## config.mk

```make
export PLATFORM = sky130hd
export DESIGN_NAME = instr_info_done_arbiter
export DESIGN_NICKNAME = d
export VERILOG_FILES = /design/src/rtl/instr_info_done_arbiter.sv
export SDC_FILE = /design/constraint.sdc
export NUM_CORES = 1
export LEC_CHECK = 0
export BUFFER_PORTS_ARGS = -buffer_cell sky130_fd_sc_hd__buf_2
export CORE_UTILIZATION = 50
export CTS_CLUSTER_SIZE = 30
export DETAILED_ROUTE_END_ITERATION = 7
export PLACE_DENSITY = 0.78
export RECOVER_POWER = 25
export SLEW_MARGIN = 40
export SYNTH_ARGS = -nofsm -noshare
export SYNTH_HDL_FRONTEND = slang
export SYNTH_SLANG_ARGS = --single-unit
```

## constraint.sdc

```tcl
create_clock -name clk -period 3.9 [get_ports clk]
set_input_delay 0.39 -clock clk [delete_from_list [all_inputs] [get_ports clk]]
set_output_delay 0.39 -clock clk [all_outputs]
set_load 0.02 [all_outputs]
```

## src/rtl/instr_info_done_arbiter.sv

```systemverilog
// ---------------------------------------------------------------------------
// instr_info_done_arbiter
//
// Shares the single read port of the per-wavefront instruction-info table
// among four completion sources (0=vgpr_alu 1=vgpr_lsu 2=sgpr_alu 3=sgpr_lsu).
// Each source pushes done-wfids into a private FIFO. An arbiter pops one
// winner per cycle, drives its wfid to the table, and captures the returned
// entry with wfid and source id into a valid/ready output stage.
//
// Ports:
//   clk, rst      clock, synchronous active-high reset
//   req_valid     per-source done request
//   req_wfid      per-source wfid, source i at [i*WFID_W +: WFID_W]
//   req_ready     per-source FIFO not full (0 while in reset)
//   tbl_rd_wfid   combinational table read address (0 when no grant)
//   tbl_rd_data   combinational table data for tbl_rd_wfid
//   done_valid    output stage holds a result
//   done_ready    consumer accepts the result
//   done_wfid     wfid of the result
//   done_src      source index of the result
//   done_data     table entry captured at grant
//
// Configuration macro:
//   INSTR_INFO_ARB_FIXED_PRIO_EN  defined: fixed priority (source 0 highest),
//                                 no round-robin pointer.
//                                 undefined: round-robin arbitration.
// ---------------------------------------------------------------------------
module instr_info_done_arbiter #(
    parameter int WFID_W     = 6,
    parameter int INFO_W     = 64,
    parameter int FIFO_DEPTH = 4,
    parameter int NUM_REQ    = 4
) (
    input  logic                      clk,
    input  logic                      rst,
    input  logic [NUM_REQ-1:0]        req_valid,
    input  logic [NUM_REQ*WFID_W-1:0] req_wfid,
    output logic [NUM_REQ-1:0]        req_ready,
    output logic [WFID_W-1:0]         tbl_rd_wfid,
    input  logic [INFO_W-1:0]         tbl_rd_data,
    output logic                      done_valid,
    input  logic                      done_ready,
    output logic [WFID_W-1:0]         done_wfid,
    output logic [1:0]                done_src,
    output logic [INFO_W-1:0]         done_data
);

    localparam int PTR_W = $clog2(FIFO_DEPTH);
    localparam int CNT_W = PTR_W + 1;

    logic [WFID_W-1:0] mem    [NUM_REQ][FIFO_DEPTH];
    logic [PTR_W-1:0]  rd_ptr [NUM_REQ];
    logic [PTR_W-1:0]  wr_ptr [NUM_REQ];
    logic [CNT_W-1:0]  count  [NUM_REQ];

    logic [NUM_REQ-1:0] nonempty;
    logic [NUM_REQ-1:0] push;
    logic [NUM_REQ-1:0] pop;
    logic               adv;
    logic               grant;
    logic [1:0]         winner;
    logic [1:0]         start_idx;

`ifdef INSTR_INFO_ARB_FIXED_PRIO_EN
    assign start_idx = 2'd0;
`else
    logic [1:0] rr_ptr;
    assign start_idx = rr_ptr;
`endif

    // The output stage may take a new result when empty or being drained.
    assign adv = !done_valid || done_ready;

    always_comb begin
        for (int i = 0; i < NUM_REQ; i++) begin
            // Ready deliberately ignores a same-cycle pop to keep the path short.
            req_ready[i] = !rst && (count[i] != CNT_W'(FIFO_DEPTH));
            nonempty[i]  = (count[i] != '0);
            push[i]      = req_valid[i] && req_ready[i];
        end
    end

    // Scan from start_idx upward (mod 4); first non-empty FIFO wins.
    always_comb begin
        // NOTE: every variable gets a default before any conditional assignment
        // so the block stays purely combinational and no latch is inferred.
        logic [1:0] idx;
        idx    = '0;
        grant  = 1'b0;
        winner = '0;
        for (int k = 0; k < NUM_REQ; k++) begin
            idx = start_idx + k[1:0];
            if (!grant && nonempty[idx]) begin
                grant  = 1'b1;
                winner = idx;
            end
        end
        if (rst || !adv) begin
            grant = 1'b0;
        end
    end

    always_comb begin
        for (int i = 0; i < NUM_REQ; i++) begin
            pop[i] = grant && (winner == i[1:0]);
        end
    end

    assign tbl_rd_wfid = grant ? mem[winner][rd_ptr[winner]] : '0;

    // NOTE: FIFO storage carries no reset; the counts alone define which
    // entries are live, so stale contents are never observed.
    always_ff @(posedge clk) begin
        for (int i = 0; i < NUM_REQ; i++) begin
            if (push[i]) begin
                mem[i][wr_ptr[i]] <= req_wfid[i*WFID_W +: WFID_W];
            end
        end
    end

    // NOTE: sequential state uses non-blocking assignments so every register
    // samples pre-edge values regardless of statement order.
    always_ff @(posedge clk) begin
        if (rst) begin
            for (int i = 0; i < NUM_REQ; i++) begin
                rd_ptr[i] <= '0;
                wr_ptr[i] <= '0;
                count[i]  <= '0;
            end
        end else begin
            for (int i = 0; i < NUM_REQ; i++) begin
                if (push[i]) begin
                    wr_ptr[i] <= wr_ptr[i] + PTR_W'(1);
                end
                if (pop[i]) begin
                    rd_ptr[i] <= rd_ptr[i] + PTR_W'(1);
                end
                // Simultaneous push and pop leaves the count unchanged.
                if (push[i] && !pop[i]) begin
                    count[i] <= count[i] + CNT_W'(1);
                end else if (!push[i] && pop[i]) begin
                    count[i] <= count[i] - CNT_W'(1);
                end
            end
        end
    end

    // Output stage; the payload holds when the stage drains without a new grant.
    always_ff @(posedge clk) begin
        if (rst) begin
            done_valid <= 1'b0;
            done_wfid  <= '0;
            done_src   <= '0;
            done_data  <= '0;
`ifndef INSTR_INFO_ARB_FIXED_PRIO_EN
            rr_ptr     <= '0;
`endif
        end else if (grant) begin
            done_valid <= 1'b1;
            done_wfid  <= tbl_rd_wfid;
            done_src   <= winner;
            done_data  <= tbl_rd_data;
`ifndef INSTR_INFO_ARB_FIXED_PRIO_EN
            rr_ptr     <= winner + 2'd1;
`endif
        end else if (done_ready) begin
            done_valid <= 1'b0;
        end
    end

endmodule

```

Word level (Yosys, flattened, before mapping)
Memory sizes are Yosys's and may differ from the RTL's.
Cells that the tools add are included.
- register bits: 75
- output and inout port bits: 83
- input port bits: 95
- memories: 4
- memory bits (writable): 124
- $lt $le $gt $ge: 13
- bitwise gates (word level): 21
- multiplexer cells: 105
- add/sub/neg operators: 20
- equality and inequality tests: 7
- reductions and logical operators: 49
- memories (memory ; depth ; width ; rd ports ; clocked after Yosys merged registers in ; wr ports ; RTL line ; source):
    mem ; 4 ; 24 ; 1 ; 0 ; 4 ; 51 ; logic [WFID_W-1:0] mem [NUM_REQ][FIFO_DEPTH];
    count ; 4 ; 3 ; 4 ; 0 ; 4 ; 54 ; logic [CNT_W-1:0] count [NUM_REQ];
    rd_ptr ; 4 ; 2 ; 5 ; 0 ; 4 ; 52 ; logic [PTR_W-1:0] rd_ptr [NUM_REQ];
    wr_ptr ; 4 ; 2 ; 4 ; 0 ; 4 ; 53 ; logic [PTR_W-1:0] wr_ptr [NUM_REQ];
- operators with widths (kind ; count):
    $mux W24 ; 4
    $mux W1 ; 65
    $demux W6 S2 ; 4
    $mux W6 ; 7
    $logic_and A1 B1 Y1 ; 27
    $mux W2 ; 12
    $mux W3 ; 8
    $add A2 B1 Y2 const B ; 10
    $or A1 B1 Y1 ; 16
    $ge A3 B3 Y1 const B ; 5
    $not A2 Y3 ; 5
    $logic_not A1 Y1 ; 14
    $add A3 B1 Y3 const B ; 4
    $bmux W6 S2 ; 1
    $lt A2 B3 Y1 const B ; 4
    $lt A3 B1 Y1 const B ; 4
    $ne A3 B3 Y1 const B ; 4
    $reduce_bool A3 Y1 ; 4
    $sub A3 B1 Y3 const B ; 4
    $bmux W1 S2 ; 4
    $add A2 B2 Y2 const B ; 2
    $eq A2 B2 Y1 const B ; 2
    $eq A2 B1 Y1 const B ; 1
    $logic_not A2 Y1 ; 1
    other kinds (2) ; 3

Depth between registers and ports, before layout
Gate-level depths: netlist (run 1).
- depth after elaboration: 22
- gate-level depth with buffers: 14
- depth with buffers taken out: 12

Worst setup path after synthesis (run 1)
OpenSTA, ideal clock, no wires.
- path kind: register to register
- from: memory count[3][0] (netlist name)
- to: memory count[2][2] (netlist name), data pin
- library setup time: 263 ps
- stages on the path, launching flop included: 13
- path slack: 836 ps
- clock period less this slack: 3064 ps
- arrival: 2801 ps
- cells stage by stage: edfxtp_1 inv_1 ha_1 nand2b_1 nor4b_1 or3_1 clkbuf_1 or3_1 or2_1 fa_1 xor2_1 xnor2_1 nor2_1
- RTL lines (what ; RTL line):
    start: declaration ; 54

==> flow_metrics.env, run 1 <==
export IMPL_grt_pass1_wl_microns=27800
export IMPL_die_h_microns=131.3
export IMPL_vias_per_cell=5.125
export IMPL_synth_area_per_cell_sq_um=12.05
export IMPL_reg2regPathDepth=11
export IMPL_drtAntennaViolNets=0
export IMPL_status="finished clean"
export IMPL_wire_per_inst_microns=16.31
export IMPL_slew_viol_final=0
export IMPL_cts_htree_levels=4
export IMPL_cts_root_buf="clkbuf_16"
export IMPL_hold_viol_final=0
export IMPL_cts_sinks=199
export IMPL_worst_pin_slew_ns=0.7237
export IMPL_grt_overflow_total=0
export IMPL_grtUsageTotal=0.2087
export IMPL_yosysMostFrequentCell="nand2_1"
export IMPL_dp_hpwl_microns=12580
export IMPL_crit_arrival_ns=3.30
export IMPL_rsz0062_at_grt="false"
export IMPL_fmax_ghz=0.2711
export IMPL_synth_largest_area_cell="edfxtp_1"
export IMPL_ys_ff_latch=199
export IMPL_irDropWorstVdd_mv=0.4124
export IMPL_ys_top_cells_by_count="nand2_1 (139), edfxtp_1 (124), mux2i_1 (77)"
export IMPL_drv_cap=0
export IMPL_yosysSeqAreaShare=0.6247
export IMPL_vias=5586
export IMPL_min_period_ns=3.688
export IMPL_pin_count=178
export IMPL_core_area_sq_um=16120
export IMPL_crit_fanout=24
export IMPL_routed_wl_microns=17780
export IMPL_die_area_sq_um=17250
export IMPL_num_rows=46
export IMPL_synth_edf_count=124
export IMPL_setup_violations=0
export IMPL_async_flop_share=0
export IMPL_crit_type="flop to output pin"
export IMPL_syn_to_final_growth_pct=18.65
export IMPL_synthCells=694
export IMPL_cellPowerDensity_nw_per_um2=684.2
export IMPL_skew_ns=0.01328
export IMPL_start_util=0.5190
export IMPL_yosysWarnings=0
export IMPL_drc=0
export IMPL_cts_tree="yes"
export IMPL_postCtsSetupBuffers=0
export IMPL_clkTransAtPathRegs_ns=0.07
export IMPL_first_global_vias=5569
export IMPL_grt_max_degree=68
export IMPL_synth_area_leaders="edfxtp_1 (45%), dfxtp_1 (18%), mux2i_1 (9.2%)"
export IMPL_cts_buffer_depth=2
export IMPL_die_x_microns=131.3
export IMPL_cts_buffers=17
export IMPL_leakagePower_nw=4.511
export IMPL_hold_class="input port to flop"
export IMPL_place_gp_congestion=0.7685
export IMPL_drtIter0Drc=324
export IMPL_critPathLaunchType="flop"
export IMPL_tns_ns=0
export IMPL_synth_cell_types=46
export IMPL_antenna_found_initial=0
export IMPL_layout_drive_gt1_share=0.2360
export IMPL_worstHoldPathCells=3
export IMPL_mappedNetlistNets=811
export IMPL_nets=977
export IMPL_first_pass_iters=6
export IMPL_dp_cells=1057
export IMPL_relSlewSlack=0.5175
export IMPL_synth_area_sq_um=8364
export IMPL_insertion_delay_ns=0.43
export IMPL_endpoint_kind="output pin"
export IMPL_fin_crit_sh=0.9458
export IMPL_portBuffers=177
export IMPL_required_ns=3.51
export IMPL_yosysTopAreaCellShare=0.4452
export IMPL_finalNonFillerCells=1090
export IMPL_synth_ff_type="edfxtp_1"
## metal layers
layer | share of wire | GRT usage
met4 | 0.011 | 0.06718
met1 | 0.42 | 0.2479
met3 | 0.051 | 0.05478
met2 | 0.51 | 0.3670
met5 | 0 | 0
## metrics by stage
step                      utilization  area (sq um)  hold slack (ns)  total power [W]  setup slack (ns)
after global routing           0.6157          9922           0.1156         0.007139           0.03740
after global placement         0.5824          9385           0.4373         0.005107            0.5697
after floorplan                     -          8364           0.4889         0.004669            0.8360
after CTS                      0.6174          9950           0.1188         0.006826           0.09274
after detailed placement       0.5824          9385           0.4411         0.005151            0.4848
final                          0.6158          9925           0.1339         0.006790            0.2115
## final timing paths
| check | slack, ns | end | start |
|---|---|---|---|
| max | 0.21 | tbl_rd_wfid[1] | count[3][0]$_DFFE_PP_ |
| min | 0.13 | done_data[1]$_SDFFE_PP0P_ | tbl_rd_data[1] |
| max reg2reg | 0.48 | count[2][2]$_SDFFCE_PN0P_ | count[3][0]$_DFFE_PP_ |
| min reg2reg | 0.45 | done_data[42]$_SDFFE_PP0P_ | done_data[42]$_SDFFE_PP0P_ |
## placed cells by master (no fill, tap or decap), types with 3 or more instances in the layout
cell       count
a21oi_1        5
a22o_1         6
a31o_1         6
a31oi_1        3
and2_1         7
and3_1        24
buf_2        148
buf_4          4
clkbuf_1      31
clkbuf_16     18
clkinv_2       3
clkinv_4       4
dfxtp_1       75
edfxtp_1     124
fa_1           3
ha_1          19
inv_1         19
inv_6          5
mux2_1         5
mux2_2         8
mux2i_1       77
nand2_1      139
nand3_1       66
nor2_1        27
or2_2          5
xnor2_1        7
xor2_1         4
## kinds of logic after synthesis
logic type / Yosys count / synth area share
DFF: 199 / 0.6247
muxes: 90 / 0.1096
xor gates and xnor gates: 11 / 0.01152
AOI/OAI and AO/OA: 33 / 0.03246
adders and majority gates: 22 / 0.03560
buffers and inverters: 56 / 0.03216
and+or+nand+nor: 283 / 0.1539
## state kept, by name (all words and copies together), names as in the netlist
| register | flops |
|---|---|
| count | 12 |
| done_data | 64 |
| done_src | 2 |
| done_valid | 1 |
| done_wfid | 6 |
| mem | 96 |
| rd_ptr | 8 |
| rr_ptr | 2 |
| wr_ptr | 8 |
## worst max-delay path: stages (launching register included)
cell and delay, ns:
edfxtp_1 0.42, inv_1 0.10, ha_1 0.17, nand2b_1 0.14, o32ai_4 0.59, buf_6 0.36, mux2i_1 0.28, mux2i_1 0.10
mux2_2 0.27, a22o_1 0.25, buf_2 0.16
## area by class of cell
type / instances / area, sq um
Fill cell: 1311 / 6191
Antenna cell: 1 / 2.502
Timing Repair Buffer: 183 / 902.1
Inverter: 20 / 76.32
Multi-Input combinational cell: 439 / 2884
Clock buffer: 20 / 457.9
Tap cell: 216 / 270.3
Clock inverter: 12 / 106.4
Sequential cell: 199 / 5225
## report_power, final
group | switching, W | internal [W]
sequential | 0.000152 | 0.00252
clock | 0.000779 | 0.000898
combinational | 0.00137 | 0.00107
total | 0.00230 | 0.00449
## repair_timing
action                                  in CTS  in global routing
hold buffers                                 0                  0
endpoints found under the setup margin       0                  5
gates resized for setup                      0                  2
No activity file was read; power rests on OpenSTA's default activity.
==> inputs of run 2 (changes only) <==
==> constraint.sdc (replaced) <==
create_clock -name clk -period 3.9 [get_ports clk]
set_input_delay 0.195 -clock clk [delete_from_list [all_inputs] [get_ports clk]]
set_output_delay 0.195 -clock clk [all_outputs]
set_load 0.02 [all_outputs]
==> flow_metrics.env, run 2 (synthesis gave the netlist of run 1 again) <==
export IMPL_finalPower_w=0.006944
export IMPL_cts_buffers=17
export IMPL_reg2regPathDepth=11
export IMPL_vias=6090
export IMPL_grt_pass1_wl_microns=31240
export IMPL_worstHoldPathCells=2
export IMPL_die_area_sq_um=17250
export IMPL_routed_wl_microns=19500
export IMPL_startpoint="count[3][0]$_DFFE_PP_"
export IMPL_portBuffers=177
export IMPL_grt_max_degree=69
export IMPL_reg2reg_slack_ns=0.49
export IMPL_layout_drive_gt1_share=0.2146
export IMPL_vias_per_cell=5.174
export IMPL_leakagePower_nw=4.871
export IMPL_slew_viol_final=0
export IMPL_insertion_delay_ns=0.44
export IMPL_die_x_microns=131.3
export IMPL_setup_violations=0
export IMPL_syn_to_final_growth_pct=29.53
export IMPL_first_global_vias=6222
export IMPL_largest_reg_flops=96
export IMPL_rsz0062_at_grt="false"
export IMPL_place_gp_congestion=0.7737
export IMPL_crit_fanout=27
export IMPL_die_h_microns=131.3
export IMPL_fin_crit_sh=0.9263
export IMPL_cts_buffer_depth=2
export IMPL_start_util=0.5190
export IMPL_drc=0
export IMPL_cts_root_buf="clkbuf_16"
export IMPL_fmax_ghz=0.2768
export IMPL_hold_class="input port to flop"
export IMPL_required_ns=3.70
export IMPL_grtUsageTotal=0.2343
export IMPL_final_cell_mix="buf_2 (148), nand2_1 (139), edfxtp_1 (124), dlygate4sd3_1 (88), mux2i_1 (77)"
export IMPL_wire_per_inst_microns=16.57
export IMPL_pin_count=178
export IMPL_num_rows=46
export IMPL_crit_arrival_ns=3.42
export IMPL_hold_viol_final=0
export IMPL_met1_usage=0.2721
export IMPL_relSlewSlack=0.4743
export IMPL_r2r_start="count[3][0]$_DFFE_PP_"
export IMPL_layout_commonest_cell="buf_2"
export IMPL_antenna_found_initial=1
export IMPL_worstReg2RegEnd="count[2][2]$_SDFFCE_PN0P_"
export IMPL_status="finished clean"
export IMPL_drtIter0Drc=422
export IMPL_gr_usage_met3=0.05401
export IMPL_drtAntennaViolNets=0
export IMPL_nets=1064
export IMPL_skew_ns=0.01129
export IMPL_core_area_sq_um=16120
export IMPL_hold_end="done_src[1]$_SDFFE_PP0P_"
export IMPL_cellPowerDensity_nw_per_um2=641.0
export IMPL_min_period_ns=3.612
export IMPL_worst_pin_slew_ns=0.7874
export IMPL_crit_type="flop to output pin"
export IMPL_cts_tree="yes"
export IMPL_drv_cap=0
export IMPL_endpoint_kind="output pin"
export IMPL_tns_ns=0
export IMPL_dp_hpwl_microns=12530
export IMPL_cts_sinks=199
export IMPL_clkTransAtPathRegs_ns=0.07
export IMPL_first_pass_iters=5
export IMPL_cts_htree_levels=4
export IMPL_grt_overflow_total=0
export IMPL_hold_start="rst"
export IMPL_top_usage_layer="met2"
export IMPL_grtUsageMet2=0.4054
export IMPL_critPathLaunchType="flop"
export IMPL_irDropWorstVdd_mv=0.4576
-- run 2: power by group --
part | leakage [nW] | total (W) | switching [W] | internal [W]
logic | 2.80 | 0.00251 | 0.00139 | 0.00113
clock network | 0.278 | 0.00176 | 0.000799 | 0.000961
registers | 1.79 | 0.00267 | 0.000149 | 0.00252
-- run 2: layout make-up --
| type | instances | area, sq um |
|---|---|---|
| timing repair buffer | 270 | 1780 |
| multi-input combinational | 439 | 2884 |
| inverter | 20 | 75.07 |
| fill | 1148 | 5281 |
| clock inverter | 14 | 167.7 |
| tap | 216 | 270.3 |
| antenna | 1 | 2.502 |
| sequential | 199 | 5225 |
| clock buffer | 18 | 429.2 |
-- run 2: repair_timing --
action                    4_1_cts  5_1_grt
hold endpoints to repair      160        0
hold buffers                   88        0
resized for setup               0        0
buffers inserted                0        0
-- run 2: metrics by stage --
stage,std cells,instance area (sq um),setup slack (ns),utilization,hold WS (ns)
detailed placement,1056,9390,0.4669,0.5827,0.3804
global route,1177,10830,0.1045,0.6723,0.1372
CTS,1176,10870,0.2663,0.6744,0.1218
floorplan,694,8364,0.8360,-,0.2939
finish,1177,10830,0.2876,0.6723,0.1258
global placement,1056,9390,0.5538,0.5827,0.3768
-- run 2: worst max path at each step --
stage / endpoint / slack [ns] / cells after the start
finish: tbl_rd_wfid[3] / 0.29 / 10
global placement: count[2][2]$_SDFFCE_PN0P_ / 0.55 / 11
CTS: tbl_rd_wfid[3] / 0.27 / 10
detailed placement: count[2][2]$_SDFFCE_PN0P_ / 0.47 / 11
global route: tbl_rd_wfid[1] / 0.10 / 10
floorplan: count[2][2]$_SDFFCE_PN0P_ / 0.84 / 12
-- run 2: critical path, stage by stage, from the launching register on --
cell and delay (ns):
edfxtp_1 0.37, inv_1 0.07, ha_1 0.21, nand2b_1 0.17, o221ai_1 0.20, a21oi_4 0.24
buf_4 0.42, mux2_2 0.53, mux2_2 0.31, a22o_1 0.27, buf_2 0.17
-- run 2: layer usage --
metal / up-vias / wire length (microns)
li1: 2946 / -
met1: 2882 / 7894
met2: 205 / 9916
met3: 57 / 1007
met4: 0 / 684
met5: - / 0
==> inputs of run 3 (changes only) <==
--- a/config.mk
+++ b/config.mk
@@ -6,10 +6,10 @@
 export NUM_CORES = 1
 export LEC_CHECK = 0
 export BUFFER_PORTS_ARGS = -buffer_cell sky130_fd_sc_hd__buf_2
-export CORE_UTILIZATION = 50
+export CORE_UTILIZATION = 54
 export CTS_CLUSTER_SIZE = 30
 export DETAILED_ROUTE_END_ITERATION = 7
-export PLACE_DENSITY = 0.78
+export PLACE_DENSITY = 0.83
 export RECOVER_POWER = 25
 export SLEW_MARGIN = 40
 export SYNTH_ARGS = -nofsm -noshare
==> constraint.sdc (replaced) <==
create_clock -name clk -period 3.6 [get_ports clk]
set_input_delay 0.18 -clock clk [delete_from_list [all_inputs] [get_ports clk]]
set_output_delay 0.18 -clock clk [all_outputs]
set_load 0.02 [all_outputs]
==> flow_metrics.env, run 3 (synthesis gave the netlist of run 1 again) <==
export IMPL_die_area_sq_um=15990
export IMPL_drc=0
export IMPL_first_global_vias=6297
export IMPL_nets=1067
export IMPL_grt_pass1_wl_microns=31550
export IMPL_slew_viol_final=0
export IMPL_antenna_found_initial=0
export IMPL_num_rows=45
export IMPL_cts_root_buf="clkbuf_16"
export IMPL_grtUsageTotal=0.2620
export IMPL_cts_buffers=17
export IMPL_place_area_sq_um=9358
export IMPL_status="finished clean"
export IMPL_layout_drive_gt1_share=0.2150
export IMPL_r2r_start="count[1][2]$_SDFFCE_PN0P_"
export IMPL_pin_count=178
export IMPL_drtAntennaViolNets=0
export IMPL_drv_cap=0
export IMPL_startpoint="count[3][0]$_DFFE_PP_"
export IMPL_hold_viol_final=0
export IMPL_core_area_sq_um=15150
export IMPL_crit_type="flop to output pin"
export IMPL_cp_num_buf_inv=3
export IMPL_start_util=0.5523
export IMPL_grt_overflow_total=0
export IMPL_cts_sinks=199
export IMPL_antenna_cells=0
export IMPL_crit_fanout=25
export IMPL_critPathLaunchType="flop"
export IMPL_cts_tree="yes"
export IMPL_cts_htree_levels=4
export IMPL_leakagePower_nw=4.875
export IMPL_place_gp_congestion=0.7622
export IMPL_cp_common_cell="mux2i_1"
export IMPL_drtIter0Drc=403
export IMPL_fin_crit_sh=0.9645
export IMPL_dp_hpwl_microns=12690
export IMPL_multi_input_area_sq_um=2884
export IMPL_die_h_microns=126.5
export IMPL_hold_class="input port to flop"
export IMPL_endpoint_kind="output pin"
export IMPL_layout_commonest_cell="buf_2"
export IMPL_grt_max_degree=70
export IMPL_reg2regPathDepth=10
export IMPL_crit_cells=10
export IMPL_portBuffers=177
export IMPL_cts_buffer_depth=2
export IMPL_clkTransAtPathRegs_ns=0.07
export IMPL_irDropWorstVdd_mv=0.4171
export IMPL_final_cell_mix="buf_2 (148), nand2_1 (139), edfxtp_1 (124), dlygate4sd3_1 (88), mux2i_1 (77)"
export IMPL_dp_cells=1030
export IMPL_fmax_ghz=0.2880
export IMPL_die_x_microns=126.5
export IMPL_wire_per_inst_microns=17.90
export IMPL_tns_ns=0
export IMPL_skew_ns=0.01416
export IMPL_worst_pin_slew_ns=0.7526
export IMPL_reg2reg_slack_ns=0.28
export IMPL_cp_slowest_stage_delay_ns=0.51
export IMPL_rsz0062_at_grt="true"
export IMPL_cellPowerDensity_nw_per_um2=703.9
export IMPL_path_delay_family="compound AO/OA/AOI/OAI gates"
export IMPL_syn_to_final_growth_pct=29.23
export IMPL_fillCellCount=992
export IMPL_final_area_sq_um=10810
export IMPL_endpoint="tbl_rd_wfid[3]"
export IMPL_vias=6271
export IMPL_first_pass_iters=5
export IMPL_insertion_delay_ns=0.44
export IMPL_relSlewSlack=0.4977
export IMPL_required_ns=3.42
export IMPL_crit_arrival_ns=3.29
export IMPL_setup_violations=0
export IMPL_routed_wl_microns=20610
export IMPL_slowest_stage="o32ai_4"
export IMPL_largest_reg_flops=96
export IMPL_vias_per_cell=5.448
export IMPL_min_period_ns=3.472
export IMPL_finalNonFillerCells=1151
export IMPL_final_util=0.7137
export IMPL_seq_area_sq_um=5225
export IMPL_worstReg2RegEnd="count[2][2]$_SDFFCE_PN0P_"
export IMPL_crit_chain="inv_1, ha_1, nand2b_1, o32ai_4, buf_6, mux2i_1, mux2i_1, mux2_2, a22o_1, buf_2"
-- run 3: layout make-up --
| class | count | area share |
|---|---|---|
| clock buffers | 18 | 0.03970 |
| well taps | 188 | 0.02176 |
| repair buffers | 273 | 0.1675 |
| inverters | 20 | 0.007061 |
| flip-flops and latches | 199 | 0.4834 |
| clock inverters | 14 | 0.01377 |
| multi-input cells | 439 | 0.2668 |
-- run 3: repair_timing --
| item | in CTS | in global routing |
|---|---|---|
| resized for setup | 3 | 2 |
| cloned | 0 | 0 |
| endpoints found under the hold margin | 160 | 0 |
| endpoints found under the setup margin | 5 | 6 |
| hold buffers | 88 | 0 |
| pin swaps | 0 | 1 |
| setup buffers | 0 | 1 |
-- run 3: worst min path at each step --
stage	slack (ns)	endpoint	cells after the start	from
5_1_grt	0.11	done_valid$_SDFFE_PP0P_	2	rst
6_report	0.12	done_src[1]$_SDFFE_PP0P_	2	rst
4_1_cts	0.11	done_src[1]$_SDFFE_PP0P_	2	rst
3_3_place_gp	0.36	done_data[36]$_SDFFE_PP0P_	3	tbl_rd_data[36]
2_1_floorplan	0.28	mem[0][0]$_DFFE_PP_	0	req_wfid[0]
3_5_place_dp	0.37	done_data[36]$_SDFFE_PP0P_	3	tbl_rd_data[36]
-- run 3: metal layers --
metal,track usage,part of all wire,vias to the layer above
li1,-,-,2952
met1,0.3050,0.39,3017
met2,0.4586,0.51,251
met3,0.07128,0.070,51
met4,0.1063,0.026,0
met5,0,0,-
-- run 3: power breakdown --
group	total, W	internal (W)	switching [W]
combinational	0.00281	0.00126	0.00156
sequential	0.00292	0.00273	0.000184
clock	0.00188	0.00103	0.000849
total	0.00761	0.00502	0.00259
-- run 3: stage by stage --
stage          total power [W]  hold slack [ns]  setup WS (ns)
2_1_floorplan         0.005058           0.2789         0.5360
3_3_place_gp          0.005531           0.3606         0.4183
3_5_place_dp          0.005603           0.3658         0.3223
4_1_cts               0.007567           0.1129        0.05737
5_1_grt               0.007940           0.1086       -0.01109
6_report              0.007608           0.1181         0.1279
